<file path="config.mk">
export PLATFORM = sky130hd
export DESIGN_NAME = product_fifo
export DESIGN_NICKNAME = d
export VERILOG_FILES = /design/src/rtl/product_fifo.sv
export SDC_FILE = /design/constraint.sdc
export NUM_CORES = 1
export LEC_CHECK = 0
export CORE_MARGIN = 2
export CORE_UTILIZATION = 44
export DETAILED_ROUTE_END_ITERATION = 8
export PLACE_DENSITY = 0.73
export SYNTH_ARGS = -nofsm -noshare
export SYNTH_HDL_FRONTEND = slang
export SYNTH_SLANG_ARGS = --single-unit
</file>
<file path="constraint.sdc">
create_clock -name CLK -period 1.89 [get_ports CLK]
set_input_delay 0.4725 -clock CLK [delete_from_list [all_inputs] [get_ports CLK]]
set_output_delay 0.4725 -clock CLK [all_outputs]
set_load 0.1 [all_outputs]
</file>
<file path="src/rtl/product_fifo.sv">
`default_nettype none
// ============================================================================
// Module      : product_fifo
// Description : Valid/ready FIFO buffering {x, y} product records. Optional
//               occupancy port O_level enabled by PRODUCT_FIFO_LEVEL_EN.
// Revision    : 1.0 - initial release
// ============================================================================
module product_fifo #(
    parameter int WIDTH = 1,
    parameter int DEPTH = 4
) (
    input  logic             CLK,
    input  logic             RESET,
    input  logic [WIDTH-1:0] I_x,
    input  logic [WIDTH-1:0] I_y,
    input  logic             I_valid,
    output logic             I_ready,
    output logic [WIDTH-1:0] O_x,
    output logic [WIDTH-1:0] O_y,
    output logic             O_valid,
    input  logic             O_ready
`ifdef PRODUCT_FIFO_LEVEL_EN
    ,
    output logic [$clog2(DEPTH+1)-1:0] O_level
`endif
);

    localparam int c_AW = $clog2(DEPTH);
    localparam int c_CW = $clog2(DEPTH + 1);
    localparam logic [c_CW-1:0] c_DEPTH = c_CW'(DEPTH);

    logic [2*WIDTH-1:0] r_mem [DEPTH];
    logic [c_AW-1:0]    r_wp;
    logic [c_AW-1:0]    r_rp;
    logic [c_CW-1:0]    r_cnt;

    logic               w_full;
    logic               w_empty;
    logic               w_push;
    logic               w_pop;
    logic [2*WIDTH-1:0] w_head;

    assign w_full  = (r_cnt == c_DEPTH);
    assign w_empty = (r_cnt == '0);
    assign w_push  = I_valid && !w_full;
    assign w_pop   = O_ready && !w_empty;

    // Pointers wrap by natural overflow since DEPTH is a power of two.
    always_ff @(posedge CLK) begin
        if (RESET) begin
            r_wp  <= '0;
            r_rp  <= '0;
            r_cnt <= '0;
        end else begin
            if (w_push) begin
                r_wp <= r_wp + c_AW'(1);
            end
            if (w_pop) begin
                r_rp <= r_rp + c_AW'(1);
            end
            if (w_push && !w_pop) begin
                r_cnt <= r_cnt + c_CW'(1);
            end else if (w_pop && !w_push) begin
                r_cnt <= r_cnt - c_CW'(1);
            end
        end
    end

    // Storage is never reset; stale contents are hidden while empty.
    always_ff @(posedge CLK) begin
        if (!RESET && w_push) begin
            r_mem[r_wp] <= {I_x, I_y};
        end
    end

    assign w_head  = r_mem[r_rp];
    assign I_ready = !w_full;
    assign O_valid = !w_empty;
    assign O_x     = w_empty ? '0 : w_head[2*WIDTH-1:WIDTH];
    assign O_y     = w_empty ? '0 : w_head[WIDTH-1:0];

`ifdef PRODUCT_FIFO_LEVEL_EN
    assign O_level = r_cnt;
`endif

endmodule
`default_nettype wire

</file>
Yosys cells after proc, flatten, opt, wreduce, memory -nomap -nowiden --
Memory sizes are Yosys's and may differ from the RTL's. A register that Yosys moved wholly into a read port is not among the register bits. Cells that the tools add are included.
Storage, ports and cells: register bits 7, memory bits (writable) 8, input port bits 6, output and inout bits 4, logic and storage cells 29, memories kept 1
Memories:
- r_mem | depth 4, bits a word 2, rd ports 1, clocked after memory_dff 1, write ports 1, line 32 | logic [2*WIDTH-1:0] r_mem [DEPTH];
Operators by class: $add $sub $neg 4, equal/unequal tests 1, mux-type cells 8, reductions and logical operators 12
Operators with widths (count):
- 2-to-1 mux 3 bit | 2
- logical AND 1 bit | 5
- logical NOT 1 bit | 5
- adder 2 x 1 -> 2 bit, second input constant | 2
- 2-to-1 mux 1 bit | 4
- 2-to-1 mux 2 bit | 2
- adder 3 x 1 -> 3 bit, second input constant | 1
- == test 3 bit, second input constant | 1
- logical NOT 3 bit | 1
- subtractor 3 x 1 -> 3 bit, second input constant | 1
- nonzero test 2 bit | 1

Depth between registers and ports, before layout --
Gate-level depths: netlist of the first run.
word-level depth 7, depth in mapped cells 9, mapped depth without buffers 9

Least setup slack after synthesis of the first run --
Ideal clock, no wire load.
path type reg2reg, start register r_cnt[0], end register r_cnt[2], library setup time 71 ps, arrival time 2134 ps, data required time 1819 ps, path slack -314 ps, cell stages (with the launch flop) 10, buffers on the path 0, period minus slack after synthesis 2204 ps, cell sequence dfxtp_1 -> or3b_4 -> nand2_4 -> inv_4 -> ha_1 -> inv_1 -> fa_1 -> xor2_1 -> or3_1 -> a21oi_1
On the way: word-level cells in the longest chain between the ends 6, elaborated cells on any way between the ends 15, those cells by class 2 x add/sub; 1 x eq/ne; 2 x mux; 10 x reduce/logical
Ends and longest elaborated chain:
- from (decl) | line 35 | logic [c_CW-1:0] r_cnt;
- from (signal assigned) | line 62 | r_cnt <= r_cnt + c_CW'(1);
- from (signal assigned) | line 64 | r_cnt <= r_cnt - c_CW'(1);
- == test 3 bit * | line 43 | assign w_full = (r_cnt == c_DEPTH);
- logical NOT 1 bit *
- named net I_ready | line 17 | output logic I_ready,
- logical AND 1 bit * | line 45 | assign w_push = I_valid && !w_full;
- named net w_push | line 39 | logic w_push;
- logical NOT 1 bit | line 63 | end else if (w_pop && !w_push) begin
- logical AND 1 bit | line 63
- nonzero test 2 bit (no line)
The timed path passes the listed nets; every way through them passes the cells marked *. The select of a mux whose other input is x is not followed. A chain may end at the register's enable or synchronous reset.

Worst setup path in the final report of the first run --
start input O_ready, end register r_cnt[2]
On the way: word-level cells in the longest chain between the ends 4, elaborated cells on any way between the ends 6, those cells by class 1 x mux; 5 x reduce/logical
Ends and longest elaborated chain:
- from (decl) | line 21 | input logic O_ready
- logical AND 1 bit * | line 46 | assign w_pop = O_ready && !w_empty;
- logical NOT 1 bit | line 61 | if (w_push && !w_pop) begin
- logical AND 1 bit | line 61
- 2-to-1 mux 3 bit or nonzero test 2 bit (tied branches)
Mark *: on every way between the ends. The rest lies on a longest branch, timed or not.

==> run summary, run 1 <==
In this run the critical register-to-register path is launched from r_cnt[1]. The final-report max-slew violation count came out at 0. The maximum number of pins on one net before global-route repair is 10. The number of antenna violations at the first check in global routing is 0. The first detailed-routing pass took 4 iterations. The most common cell after layout, fill and taps aside is sky130_fd_sc_hd__buf_4. The class of the tightest hold or removal check is flip-flop to flip-flop. The flow ran to the end, but the final reports show violations.

The clock latency of the later-clocked register in the worst-skew pair came out at 0.28 ns. The detail-routed via count per cell is 4.68. The first global-routing pass estimated 2.15 mm of wire. The hold buffer count at CTS is 0. The actual transition at the worst max-transition pin came out at 0.449 ns.

In this run the worst path has a maximum fanout of 2. The number of design-rule violations left by the first detailed-router iteration is 7. In this run the tool buffered the top-level ports with 9 buffer cells.

In this run the worst setup path begins at O_ready. The sequential element share of the synthesized area came out at 0.537. The core area came out at 0.00171 mm². The total global routing overflow is 0. The final-report hold violation count is 0. The clock tree buffer depth is 2.

The worst setup slack before clock tree synthesis is -0.392 ns. In this run the most critical hold path is launched from r_wp[1]. Walking the worst path, the cells encountered are clkdlybuf4s50_1 -> o31ai_2 -> ha_4 -> inv_2 -> fa_2 -> xor2_1 -> or3_1 -> a21oi_1.

STA puts the critical path data arrival time at 2.22 ns. The startpoint type of the worst setup path is an input pin. Setup repair after global routing could not meet its margin everywhere. The tree built by TritonCTS fans out to 17 sinks. The net count of the finished layout came out at 98. The total wirelength of the detailed-routed design is 1.45 mm. The finished cells cover 0.00112 mm².

The synthesized area per cell is 13.1 µm². Summed over all nets, the half-perimeter wirelength after detailed placement is 1.07 mm. The via count of the first global-routing pass is 496. The clock period minus worst slack came out at 2.00 ns. Of the available clock period, the critical path in the final layout requires 1.06. The critical path is of the input pin to flip-flop type. The slack of the worst reg-to-reg path came out at -0.11 ns. The number of placement rows came out at 15. The final worst setup slack came out at -0.113 ns. The final weighted congestion of routability-driven global placement came out at 0.720. In this design, the stage delay of the slowest critical-path cell is 0.45 ns. The die outline width came out at 46.2 µm. Leaving out fill and tap cells, the most frequent cells in the layout are 10 x sky130_fd_sc_hd__buf_4, 8 x sky130_fd_sc_hd__edfxtp_1, 7 x sky130_fd_sc_hd__nor2_1. The clock transition time at the flip-flop clock pins of the worst setup and hold paths is 0.10 ns.

Pin placement for this block handled 10 I/O pins. Counting the buffers created by CTS gives 3. The tool flagged a number of max-cap violations equal to 0.

Setup violations remaining at the end of the flow were counted as 6. Summing every instance area after synthesis gives 783 µm². The level count of the clock H-tree came out at 1. The instance area at placement came out at 0.00106 mm².

The distinct cell type count of the synthesized netlist came out at 23. In the final layout, the share of cells above drive strength 1 is 0.435. The post-route worst hold slack came out at 0.527 ns. The critical path's top delay family is adder cells. On the critical path, the stage with the largest delay is an instance of sky130_fd_sc_hd__clkdlybuf4s50_1. For this run, the number of Yosys warnings is 0. The global-route usage over all layers is 0.153. The maximum clock rate came out at 499 MHz. The final reports fail on setup timing. The number of nets in the synthesized netlist is 72. The routed layout has 515 vias. The area added between synthesis and finish came out at 43.5%. The gate count after technology mapping came out at 60. The floorplan die height came out at 46.2 µm. In the routed design, unresolved DRC markers number 0. Headroom to the max-slew limit came out at 0.697. Clock tree synthesis selected as its root buffer the cell sky130_fd_sc_hd__clkbuf_4. The average wire per standard cell is 13.2 µm. The post-synthesis register bit count is 17. The total inserted antenna cells is 0. TritonCTS built the clock tree. The count of antenna-violating nets left after detailed routing came out at 0. STA classifies the critical path endpoint as a flip-flop.

The starting density of the core is 0.459. The worst path buffer plus inverter count is 2. The floorplan die area came out at 0.00213 mm². Between clock sinks in the finished design, the worst skew comes to 0.00195 ns.

STA puts the critical path data required time at 2.11 ns.
==> layout make-up <==
class,instances,area [µm²]
timing repair buffer,22,248
sequential,17,430
clock buffer,4,26.3
fill,144,584
multi-input combinational,38,370
inverter,4,17.5
tap,25,31.3
==> Yosys cell counts (all sizes together) <==
cell type  n  area, µm²
dfxtp      9        180
edfxtp     8        240
nor2       7       26.3
ha         5       62.6
inv        4       17.5
nor3b      4       30.0
xor2       4       35.0
and2       2       12.5
mux2i      2       20.0
mux4       2       45.0
nand2b     2       12.5
or3        2       13.8
a21oi      1       5.00
clkbuf     1       3.75
fa         1       20.0
mux2       1       15.0
nand2      1       11.3
o21ai      1       5.00
o311ai     1       8.76
o31ai      1       7.51
or3b       1       11.3
==> kinds of logic (layout without fill, tap and decap cells) <==
| kind of cell | Yosys count | in the layout | synth area share |
|---|---|---|---|
| simple gates | 19 | 19 | 0.150 |
| buf+inv | 5 | 30 | 0.0272 |
| xor+xnor | 4 | 4 | 0.0447 |
| compound gates | 4 | 4 | 0.0335 |
| fa+ha+maj | 6 | 6 | 0.105 |
| flops | 17 | 17 | 0.537 |
| mux | 5 | 5 | 0.102 |
==> worst reg2reg max path: cells and delay by family (launching register included) <==
| family | cells | cell delay (ns) |
|---|---|---|
| AND/OR/NAND/NOR | 3 | 0.81 |
| adder cells (fa/ha/maj) | 2 | 0.34 |
| XOR/XNOR | 1 | 0.07 |
| flip-flops | 1 | 0.37 |
| AO/OA/AOI/OAI | 1 | 0.13 |
| buffers and inverters | 3 | 0.21 |
==> path summary, 6_finish.rpt <==
kind              endpoint  depth (start not counted)
setup / recovery  r_cnt[2]                          8
hold / removal     r_wp[1]                          2
setup reg to reg  r_cnt[2]                         10
hold reg to reg    r_wp[1]                          2
==> timing repair <==
action	in CTS	in global routing
gates resized for setup	4	2
pin swaps	1	1
endpoints found under the setup margin	6	5
setup buffers	1	1
==> metal layers <==
| metal | up-vias | GRT usage | part of all wire |
|---|---|---|---|
| li1 | 259 | - | - |
| met1 | 238 | 0.184 | 0.46 |
| met2 | 14 | 0.247 | 0.48 |
| met3 | 4 | 0.0353 | 0.039 |
| met4 | 0 | 0.0857 | 0.022 |
| met5 | - | 0 | 0 |
==> metrics by stage <==
stage / TNS [ns] / cells / util
after floorplan: -0.354 / 60 / -
after global placement: -0.458 / 104 / 0.622
after detailed placement: -0.548 / 104 / 0.622
after CTS: -0.405 / 109 / 0.650
after global routing: -0.616 / 110 / 0.658
final: -0.383 / 110 / 0.658
Power of run 1 is not shown: default switching activity piles up to over one toggle a cycle in this logic, so the estimate is an artifact.
==> inputs of run 2 (changes only) <==
- SETUP_SLACK_MARGIN: not set -> 0.05
==> results of run 2 <==
Same layout as run 1: the final DEF is identical, and so are final timing and power.
Power of run 2 is left out for the same reason.
==> edit 1, RTL diff (flow settings as in run 2) <==
Change the parameter `DEPTH` from 4 to 8.
--- a/src/rtl/product_fifo.sv
+++ b/src/rtl/product_fifo.sv
@@ -8,5 +8,5 @@
 module product_fifo #(
     parameter int WIDTH = 1,
-    parameter int DEPTH = 4
+    parameter int DEPTH = 8
 ) (
     input  logic             CLK,
Formal check against the unedited RTL: not equivalent (Yosys sat finds a counterexample within 10 cycles, from zero or initial values and one cycle with RESET high).
==> edit 1 against run 2 <==
The flow still finishes with violations (negative setup slack); highest routed layer unchanged; worst setup slack got worse by 0.29 ns; synthesized area increased by 62%; clock skew increased by 0.0083 ns; routed wire length increased by 54%; sequential cell count increased by 12; utilization decreased by 1.6 points; via count increased by 66%; cell area increased by 57%.
==> edit 1: results (changes against run 2) <==
Final layout
  – Buffers excl. clock: 30 (+36%)
  – Non-clk invs: 3 (-1)
  – Nets: 146 (+49%)
  – CLK BUF: 8 (+4)
  – Multi-input logic area: 594 um2 (+60%)
  – Layout cell share with drive strength beyond 1: 41.5% (-2.0 points)
  – Register area: 752 um2 (+75%)
  – Count of multi-input gates: 65 (+71%)
  – FILL cells: 200 (+39%)
  – Clock-cell share of area: 3.32% (+0.99 points)

Logic synthesis
  – Commonest cells in the synthesized netlist: nor2_1 (18), edfxtp_1 (16), dfxtp_1 (13)
  – Syn avg cell area: 12.7 um2 (-2.9%)
  – Leading post-synthesis cells by cell area: edfxtp_1 (38%), dfxtp_1 (21%), mux4_2 (7.1%)
  – Synthesized net count: 112 (+56%)
  – Post-synth EDFFs: 16 (+8)
  – Sequential share of the synthesized area: 58.4% (+4.8 points)
  – FF+latch count, synth: 29 (+12)

Global route
  – Met2 GRT Util: 27.1% (+2.4 points)
  – Largest net degree at the start of global routing: 13 (+3)
  – Global-route wire length before repair: 3870 um (+80%)
  – Tot GR Track Use: 16.0% (+0.70 points)
  – Routing usage on met1: 17.7% (-0.69 points)
  – Global routing usage on met3: 5.58% (+2.1 points)

Placement
  – Post-Place Worst Slack: -0.570 ns (-0.178 ns)
  – Gpl congestion: 0.804 (+12%)
  – Placed insts: 155 (+49%)

Route
  – DR WL met3: 87 um (+55%)
  – Post-route met1 wirelength: 981 um (+47%)
  – Avg WL per Cell: 13.4 um (+1.8%)
  – Vias per cell: 5.16 (+10%)
  – DR vias: 856 (+66%)

Setup path
  – Critical-path top delay cell: or4b_4
  – Worst path max stage delay: 0.58 ns (+0.13 ns)
  – Crit Path Max Fanout: 3 (+1)
  – Delay-heaviest family, CP: simple AND/OR/NAND/NOR gates

STA
  – Worst-Margin Slew: 0.362 ns (-0.0868 ns)
  – Final Skew: 0.0102 ns (+0.00829 ns)
  – Worst setup margin: -0.406 ns (-0.293 ns)
  – Final setup viols: 7 (+1)
  – Final TNS setup: -1.71 ns (-1.33 ns)

Floorplan
  – Core area: 2760 um2 (+61%)

Run status
  – Status: complete, but fails checks
  – Failing checks: negative setup slack

CTS
  – H-tree Lvls: 2 (+1)
  – Worst skew pair latency: 0.32 ns (+0.04 ns)
  – Total CTS buffers: 5 (+2)
## edit 1: cell types whose count changed after synthesis, moves of 2 or more
cell	change
nand2_1	+3
nor4_1	+2
nor2_1	+11
nor3b_1	-4
mux4_2	+2
nand2b_1	-2
a21oi_1	+2
and2_1	-2
dfxtp_1	+4
nand2_2	+2
edfxtp_1	+8
nor3_1	+3
nand3_1	+6
## edit 1: cells by family (layout without fill, tap and decap cells)
kind of cell	after synthesis	count (layout)	synth area share [%]
simple gates	39	39	15.2
buf+inv	6	41	2.37
mux	8	8	10.4
xor+xnor	6	6	4.15
fa+ha+maj	6	6	6.52
flops	29	29	58.4
compound gates	6	6	2.96
## edit 1: timing repair
| item | 4_1_cts | 5_1_grt |
|---|---|---|
| gates cloned | 0 | 0 |
| endpoints found under the setup margin | 7 | 7 |
| pin swaps | 5 | 2 |
| hold endpoints to repair | 0 | 0 |
| buffers inserted | 3 | 0 |
| resized for setup | 8 | 3 |
## edit 1: worst register-to-register path, cell delays in order, from the launching register on
cell      delay [ns]
dfxtp_4         0.36
or4b_4          0.58
nand2_8         0.09
inv_4           0.03
ha_4            0.15
inv_4           0.06
ha_4            0.20
a21oi_4         0.12
a211oi_1        0.08
a31oi_1         0.15
mux2_2          0.36
## edit 1: worst paths after layout
kind | startpoint | slack, ns | to
max | r_cnt[2]$_SDFFE_PP0P_ | -0.41 | r_cnt[3]$_SDFFE_PP0P_
min | r_rp[1]$_SDFFE_PP0P_ | 0.50 | r_rp[1]$_SDFFE_PP0P_
max reg2reg | r_cnt[2]$_SDFFE_PP0P_ | -0.41 | r_cnt[3]$_SDFFE_PP0P_
min reg2reg | r_rp[1]$_SDFFE_PP0P_ | 0.50 | r_rp[1]$_SDFFE_PP0P_
==> edit 2, RTL diff (config.mk and constraints of run 2) <==
Made on the original files. Reset style: asynchronous (`RESET`), changed in one clocked block.
--- a/src/rtl/product_fifo.sv
+++ b/src/rtl/product_fifo.sv
@@ -47,5 +47,5 @@
 
     // Pointers wrap by natural overflow since DEPTH is a power of two.
-    always_ff @(posedge CLK) begin
+    always_ff @(posedge CLK or posedge RESET) begin
         if (RESET) begin
             r_wp  <= '0;
Behaviour: differs if RESET is asserted again (counterexample within 4 cycles, from zero or initial values and one cycle with RESET high); with RESET held inactive, the same outputs for 10 cycles.
==> edit 2 against run 2 <==
Routed wire length is 26% lower; cell area is 5.8% lower; sequential share of layout area is 1.1 points higher; the flow still finishes with violations (negative setup slack); fmax is 0.96% higher; highest routed layer unchanged; count of clock-buffer cells in the layout stayed put; worst setup slack better by 0.019 ns; synthesized area is 6.9% lower; sequential cell count is 2 lower.
Power is not shown: default switching activity piles up to over one toggle a cycle in this logic, so the estimate is an artifact.
==> edit 2: results (changes against run 2) <==
Final layout
  – Nets: 89 (-9.2%)
  – Post-layout util: 69.5% (+3.7 points)
  – FILL cells: 112 (-22%)

Setup path
  – Worst Setup EP: r_cnt[1]$_DFFE_PP0P_
  – Crit path arrival time: 2.14 ns (-0.08 ns)
  – CP startpoint: r_cnt[0]$_DFFE_PP0P_

Run status
  – Failing checks: negative setup slack
  – Status: complete, but fails checks

CTS
  – Postcts setup bufs: 5 (+4)

STA
  – Hold WS: 0.468 ns (-0.0588 ns)
  – Final TNS setup: -0.383 ns (+0.0000900 ns)
  – Final setup viols: 6 (unchanged)
  – Worst setup margin: -0.0937 ns (+0.0190 ns)
  – Relative slew slack: 89.7% (+20 points)
  – Final Skew: 0.00417 ns (+0.00222 ns)

Route
  – Detailed Routing Iterations Pass 1: 2 (-2)
  – DR vias: 439 (-15%)
  – Avg WL per Cell: 11.6 um (-12%)
  – Initial DRC count: 2 (-5)
  – DR WL met3: 38 um (-32%)
  – Met2 WL: 558 um (-20%)

Global route
  – Global routing usage on met3: 3.60% (+0.071 points)
  – Largest net degree at the start of global routing: 9 (-1)
  – Met2 GRT Util: 24.6% (-0.085 points)
  – Routing usage on met1: 16.8% (-1.7 points)
  – Vias in the first global route: 482 (-2.8%)

Hold path
  – HP Class: in2async

Logic synthesis
  – Mux cell area share after synthesis: 9.26% (-0.96 points)
  – Synth Area in Compound Gates: 0% (-3.4 points)
  – Synth cell types: 18 (-22%)
  – Async SR Flop Fraction: 46.7% (+47 points)
  – Post-Synth XOR/XNOR Area: 7.20% (+2.7 points)
  – Synthesized net count: 62 (-14%)
  – Synth Flop Type: edfxtp_1
  – Sequential share of the synthesized area: 56.9% (+3.3 points)
  – Syn avg cell area: 14.6 um2 (+12%)
  – Commonest cells in the synthesized netlist: edfxtp_1 (8), dfrtp_1 (7), and2_1 (6)
  – Leading post-synthesis cells by cell area: edfxtp_1 (33%), dfrtp_1 (24%), ha_1 (8.6%)
  – Adder and majority cell fraction of the synthesized area: 11.3% (+0.78 points)

Placement
  – Placed insts: 83 (-20%)
  – Post-Place Worst Slack: -0.244 ns (+0.148 ns)
  – Gpl congestion: 0.717 (-0.47%)
  – Dpl cell area: 976 um2 (-8.1%)
[edit 2: cell count changes after synthesis, moves of 4 or more]
| cell | delta |
|---|---|
| xnor2_1 | +4 |
| nor3b_1 | -4 |
| nor2_1 | -6 |
| dfxtp_1 | -9 |
| and2_1 | +4 |
| dfrtp_1 | +7 |
[edit 2: area by class of cell]
class	count	share of cell area, %
sequential	15	39.4
multi-input combinational	29	30.9
timing repair buffer	23	23.6
clock buffer	4	2.48
tap	16	1.89
inverter	5	1.77
[edit 2: cells by family after synthesis]
kind of cell | Yosys count
fa+ha+maj | 6
simple gates | 13
flops | 15
mux | 4
xor+xnor | 6
buf+inv | 6
[edit 2: worst max-delay path, cell delays in order, from the launching register on]
cell and delay, ns:
dfrtp_1 0.40, buf_6 0.12, or3b_4 0.39, nand2_4 0.08, inv_2 0.04, ha_4 0.15
inv_2 0.04, fa_1 0.39, mux2_4 0.27
